<file path="config.mk">
export PLATFORM = sky130hd
export DESIGN_NAME = instr_loader
export DESIGN_NICKNAME = d
export VERILOG_FILES = /design/src/rtl/instr_loader_pkg.sv /design/src/rtl/instr_loader_word_asm.sv /design/src/rtl/instr_loader.sv
export SDC_FILE = /design/constraint.sdc
export NUM_CORES = 1
export LEC_CHECK = 0
export CAP_MARGIN = 20
export CORE_ASPECT_RATIO = 1.5
export CORE_MARGIN = 2
export CORE_UTILIZATION = 38
export DETAILED_ROUTE_END_ITERATION = 10
export DONT_BUFFER_PORTS = 1
export GPL_TIMING_DRIVEN = 1
export PLACE_DENSITY_LB_ADDON = 0.15
export SLEW_MARGIN = 20
export SYNTH_ARGS = -nofsm -noshare
export SYNTH_HDL_FRONTEND = slang
export SYNTH_HIERARCHICAL = 1
export SYNTH_SLANG_ARGS = --single-unit
</file>
<file path="constraint.sdc">
create_clock -name clk -period 2.9 [get_ports clk]
set_clock_uncertainty 0.15 [all_clocks]
set_input_delay 0.58 -clock clk [delete_from_list [all_inputs] [get_ports clk]]
set_output_delay 0.58 -clock clk [all_outputs]
set_load 0.03 [all_outputs]
</file>
<file path="src/rtl/instr_loader_pkg.sv">
// Shared definitions for the node instruction loader: word/frame constants,
// loader FSM state encodings and a byte helper. Also imported by the bench.
package instr_loader_pkg;

  localparam int         INSTR_W    = 21;
  localparam int         BYTE_W     = 8;
  localparam int         WORD_BYTES = 3;
  localparam logic [7:0] LOAD_HDR   = 8'hA5;

  typedef enum logic [2:0] {
    ST_IDLE  = 3'd0,
    ST_COUNT = 3'd1,
    ST_B0    = 3'd2,
    ST_B1    = 3'd3,
    ST_B2    = 3'd4,
    ST_CSUM  = 3'd5,
    ST_ERR   = 3'd6
  } ld_state_e;

  // Top byte of a word carries only INSTR_W-16 payload bits; the rest must be zero.
  function automatic logic hi_bits_clear(input logic [BYTE_W-1:0] b);
    return (b >> (INSTR_W - (WORD_BYTES-1)*BYTE_W)) == '0;
  endfunction

endpackage

</file>
<file path="src/rtl/instr_loader_word_asm.sv">
// Byte-lane shift register: collects the low bytes of a little-endian word and
// presents the full 21-bit word plus an upper-bit check while the top byte is on the bus.
module instr_loader_word_asm
  import instr_loader_pkg::*;
#(
  parameter int LANES = WORD_BYTES
) (
  input  logic               clk,
  input  logic               reset,
  input  logic               shift_en,
  input  logic [BYTE_W-1:0]  byte_in,
  output logic [INSTR_W-1:0] word,
  output logic               hi_ok
);

  localparam int LOW_W = (LANES-1)*BYTE_W;

  // lanes[LANES-2] receives the newest byte, so lanes[0] ends up holding b0.
  logic [LANES-2:0][BYTE_W-1:0] lanes;

  genvar i;
  generate
    for (i = 0; i < LANES-1; i++) begin : g_lane
      if (i == LANES-2) begin : g_top
        always_ff @(posedge clk or posedge reset)
          if (reset)         lanes[i] <= '0;
          else if (shift_en) lanes[i] <= byte_in;
      end else begin : g_mid
        always_ff @(posedge clk or posedge reset)
          if (reset)         lanes[i] <= '0;
          else if (shift_en) lanes[i] <= lanes[i+1];
      end
    end
  endgenerate

  assign word  = {byte_in[INSTR_W-LOW_W-1:0], lanes};
  assign hi_ok = hi_bits_clear(byte_in);

endmodule

</file>
<file path="src/rtl/instr_loader.sv">
// Writer side of the node instruction store: parses A5/N/3N-byte frames into
// instruction-memory writes and holds the core until a full program is present.
// Optional trailing XOR checksum byte: define INSTR_LOADER_CHECKSUM_EN.
module instr_loader #(
  parameter int MAX_INSTR = 15,
  parameter int ADDR_W    = 4
) (
  input  logic              clk,
  input  logic              reset,
  input  logic [7:0]        in_data,
  input  logic              in_valid,
  output logic              in_ready,
  output logic              mem_we,
  output logic [ADDR_W-1:0] mem_addr,
  output logic [20:0]       mem_wdata,
  output logic [ADDR_W:0]   prog_len,
  output logic              core_hold,
  output logic              done,
  output logic              err
);
  import instr_loader_pkg::*;

  localparam logic [ADDR_W-1:0] IDX_ONE = ADDR_W'(1);
  localparam logic [ADDR_W:0]   CNT_ONE = (ADDR_W+1)'(1);
  localparam logic [7:0]        MAX_N   = 8'(MAX_INSTR);

  ld_state_e           state;
  logic [ADDR_W-1:0]   index;
  logic [ADDR_W:0]     count;
  logic [INSTR_W-1:0]  word;
  logic                hi_ok;
  logic                hs;
  logic                last_word;

  assign hs        = in_valid & in_ready;
  assign last_word = ({1'b0, index} == (count - CNT_ONE));

  instr_loader_word_asm u_asm (
    .clk      (clk),
    .reset    (reset),
    .shift_en (hs && (state == ST_B0 || state == ST_B1)),
    .byte_in  (in_data),
    .word     (word),
    .hi_ok    (hi_ok)
  );

`ifdef INSTR_LOADER_CHECKSUM_EN
  logic [7:0] csum;

  // Running XOR of the count byte and every data byte of the frame.
  always_ff @(posedge clk or posedge reset)
    if (reset)
      csum <= '0;
    else if (hs) begin
      if (state == ST_COUNT)
        csum <= in_data;
      else if (state == ST_B0 || state == ST_B1 || state == ST_B2)
        csum <= csum ^ in_data;
    end
`endif

  always_ff @(posedge clk or posedge reset) begin
    if (reset) begin
      state     <= ST_IDLE;
      in_ready  <= 1'b0;
      mem_we    <= 1'b0;
      mem_addr  <= '0;
      mem_wdata <= '0;
      prog_len  <= '0;
      core_hold <= 1'b1;
      done      <= 1'b0;
      err       <= 1'b0;
      index     <= '0;
      count     <= '0;
    end else begin
      in_ready <= 1'b1;
      mem_we   <= 1'b0;
      done     <= 1'b0;
      if (hs) begin
        case (state)
          ST_IDLE, ST_ERR: begin
            if (in_data == LOAD_HDR) begin
              state     <= ST_COUNT;
              core_hold <= 1'b1;
              err       <= 1'b0;
            end
          end
          ST_COUNT: begin
            if (in_data == 8'd0 || in_data > MAX_N) begin
              state <= ST_ERR;
              err   <= 1'b1;
            end else begin
              count <= in_data[ADDR_W:0];
              index <= '0;
              state <= ST_B0;
            end
          end
          ST_B0: state <= ST_B1;
          ST_B1: state <= ST_B2;
          ST_B2: begin
            if (!hi_ok) begin
              state <= ST_ERR;
              err   <= 1'b1;
            end else begin
              mem_we    <= 1'b1;
              mem_addr  <= index;
              mem_wdata <= word;
              index     <= index + IDX_ONE;
              if (last_word) begin
`ifdef INSTR_LOADER_CHECKSUM_EN
                state <= ST_CSUM;
`else
                state     <= ST_IDLE;
                done      <= 1'b1;
                prog_len  <= count;
                core_hold <= 1'b0;
`endif
              end else begin
                state <= ST_B0;
              end
            end
          end
`ifdef INSTR_LOADER_CHECKSUM_EN
          ST_CSUM: begin
            if (in_data == csum) begin
              state     <= ST_IDLE;
              done      <= 1'b1;
              prog_len  <= count;
              core_hold <= 1'b0;
            end else begin
              state <= ST_ERR;
              err   <= 1'b1;
            end
          end
`endif
          default: state <= ST_IDLE;
        endcase
      end
    end
  end

endmodule

</file>
==> reports/metrics.yaml <==
status: "finished, final reports clean"
worst-setup-path-type: "reg -> reg"
postRouteWirelength_um: 5471
die_h_um: 108.4
critPathArrivalTime_ns: 2.48
cp_num_buf_inv: 1
grt_overflow: 0
placed_area_um2: 2813
setup_viol: 0
synth_top_cells_by_area: "dfrtp_1 (56%), nand2_1 (12%), mux2_2 (5.7%)"
num-fill-cells: 705
finalSetupTns_ns: 0
p_leak_uw: 0.001526
hold_class: "in -> async"
drtIter0Drc: 135
root_buffer: "clkbuf_8"
yosysWarnings: 6
areaGrowthSynthToFinish_pct: 8.473
synth_xor_area_share_pct: 2.537
final_nets: 274
synthAdderAreaFrac_pct: 1.269
cts_tree: "built"
drv_slew: 0
rows: 38
timing.critical_path.from_type: "flip-flop"
dr.pass1.iters: 4
required_ns: 2.97
maxCapViolCount: 0
gp_congestion: 0.8211
cpLargestDelayFamily: "compound AO/OA/AOI/OAI gates"
grt.total_usage_pct: 15.63
dieArea_um2: 7979
final_antenna_net_count: 0
wl_per_cell_um: 16.00
core-area_um2: 7132
synthMuxAreaShare_pct: 11.15
synth-simple-area-share_pct: 17.76
ir_drop_uv: 304.1
crit_path_max_fanout: 6
diodes: 0
cp_slowest_stage_delay_ns: 0.42
ys_seq_area_share_pct: 57.14
synth_top_area_cell: "dfrtp_1"
ys_ff_latch: 63
fin_crit_sh_pct: 83.19
slew_headroom_pct: 60.73
hold_violations: 0
powerDensity_nw_per_um2: 575.4
synth_cell_type_count: 37
period_needed_ns: 2.412
num_vias: 1768
grt_max_degree: 32
cp_cell_sequence: "inv_1 > ha_1 > o21ba_2 > a221oi_1 > nor2_1 > nor3_4 > mux2_2"
clk_path_buf_depth: 2
synth_nets: 273
first_global_vias: 1795
netlist_area_um2: 2761
initial_core_util_pct: 38.72
clkTransAtPathRegs_ns: 0.06
drcViolationCount: 0
max_freq_mhz: 414.5
crit_path_top_delay_cell: "dfrtp_1"
syn_area_per_cell_um2: 10.62
power_uw: 1723
htreeDepth: 3
cts-resized-gates: 0
worst_slack_ns: 0.4875
grt_pass1_wl_um: 9142
die_w_um: 73.60
cts_buffers: 9
place_inst: 329
synth_compound_area_share_pct: 4.758
final_cell_count_no_fill: 342
clk_latency_ns: 0.34
fin_area_um2: 2995
cts_sinks: 63
drive_gt1_share_pct: 19.08
synth_top_family_by_area: "simple AND/OR/NAND/NOR gates"
netlist_instances: 260
io_pins: 46
yosys.area.top_type_share_pct: 56.18
hpwl_um: 3834
vias_per_cell: 5.170
endpoint_kind: "flip-flop"
io_buffers: 0
place_ws_ns: 0.4412
tightest_slew_ns: 0.5814
grt_antenna_before_repair: 0
rsz0062_at_grt: "false"
cell usage after synthesis:
cell and n:
or4_1 2, o21ai_0 8, maj3_1 1, o2111ai_1 1, a221oi_1 1, xor2_1 3, nor2b_1 1, nand4b_1 1
a21oi_1 4, mux2_2 14, nor3b_1 1, nand2_1 85, nor4b_1 1, dfrtp_1 62, nor3_4 1, nand3b_1 1
buf_12 1, dfstp_2 1, o41ai_1 2, inv_2 1, xnor2_1 5, buf_2 7, ha_1 2, nand3_1 3
o21ba_2 2, buf_6 1, nor2_1 13, nand4_1 1, nor3_1 5, mux2_4 10, nor4_1 1, inv_1 6
conb_1 1, clkbuf_1 4, buf_4 5, o31ai_1 1, o311ai_1 1
final cells by class:
cell class	count	area [um2]	share of cell area, %
repair buffers	8	75.07	2.506
multi-input cells	172	1044	34.84
well taps	80	100.1	3.342
flip-flops and latches	63	1578	52.67
clock buffers	10	137.6	4.595
inverters	7	26.28	0.8772
clock inverters	2	35.03	1.170
per-stage QoR:
stage | utilization (%) | hold slack (ns)
after detailed placement | 39.44 | 0.3174
after floorplan | - | 0.2848
after global routing | 42.00 | 0.08937
after CTS | 42.00 | 0.04966
after global placement | 39.44 | 0.3035
final | 42.00 | 0.04505
metal layers:
layer / vias to the layer above / global-route usage, % / wire, um
met1: 864 / 19.31 / 2395
met5: - / 0 / 0
met4: 0 / 7.403 / 129
li1: 851 / - / -
met3: 10 / 5.871 / 226
met2: 43 / 23.85 / 2719
power by group:
group	leakage (uW)	internal (uW)	switching, uW
Sequential	0.000863	899	35.2
Combinational	0.000573	34.8	44.0
Clock	0.0000899	400	311
Total	0.00153	1330	390
placed cells by master (no fill, tap or decap), types with 2 or more instances in the layout:
cell type,count
or4_1,2
o21ba_2,2
o41ai_1,2
o21ai_0,8
buf_4,6
ha_1,2
mux2_4,10
inv_2,2
mux2_2,14
nor2_1,13
nor3_1,5
a21oi_1,4
nand3_1,3
xor2_1,3
nand2_1,85
inv_1,5
clkbuf_8,10
dfrtp_1,62
xnor2_1,5
cells by family (layout without fill, tap and decap cells):
family,count (synthesis),after routing
simple gates,116,116
xor+xnor,8,8
other cells,1,1
flops,63,63
compound gates,20,20
buf+inv,25,27
fa+ha+maj,3,3
mux,24,24
state kept, by name (all words and copies together) (netlist names):
name and count:
core_hold 1, count 5, done 1, err 1, in_ready 1, index 4, mem_addr 4, mem_wdata 21
mem_we 1, prog_len 5, state 3, u_asm/word 16
final timing paths:
check | start | to | slack, ns | cells after the start
worst min register to register | u_asm/word[0]$_DFFE_PP0P_ | mem_wdata[0]$_DFFE_PP0P_ | 0.33 | 2
min in group clk | in_data[1] | mem_wdata[17]$_DFFE_PP0P_ | 0.20 | 2
worst max register to register | count[0]$_DFFE_PP0P_ | prog_len[3]$_DFFE_PP0P_ | 0.49 | 7
max in group asynchronous | reset | core_hold$_DFFE_PP1P_ | 1.38 | 3
worst min-delay path | reset | u_asm/word[4]$_DFFE_PP0P_ | 0.05 | 1
worst max-delay path | count[0]$_DFFE_PP0P_ | prog_len[3]$_DFFE_PP0P_ | 0.49 | 7
what timing repair did:
item	CTS	global route
setup buffers	0	0
hold buffers	1	0
endpoints found under the setup margin	0	0
endpoints found under the hold margin	18	0
Note: power is estimated with default switching activity, not from simulation.
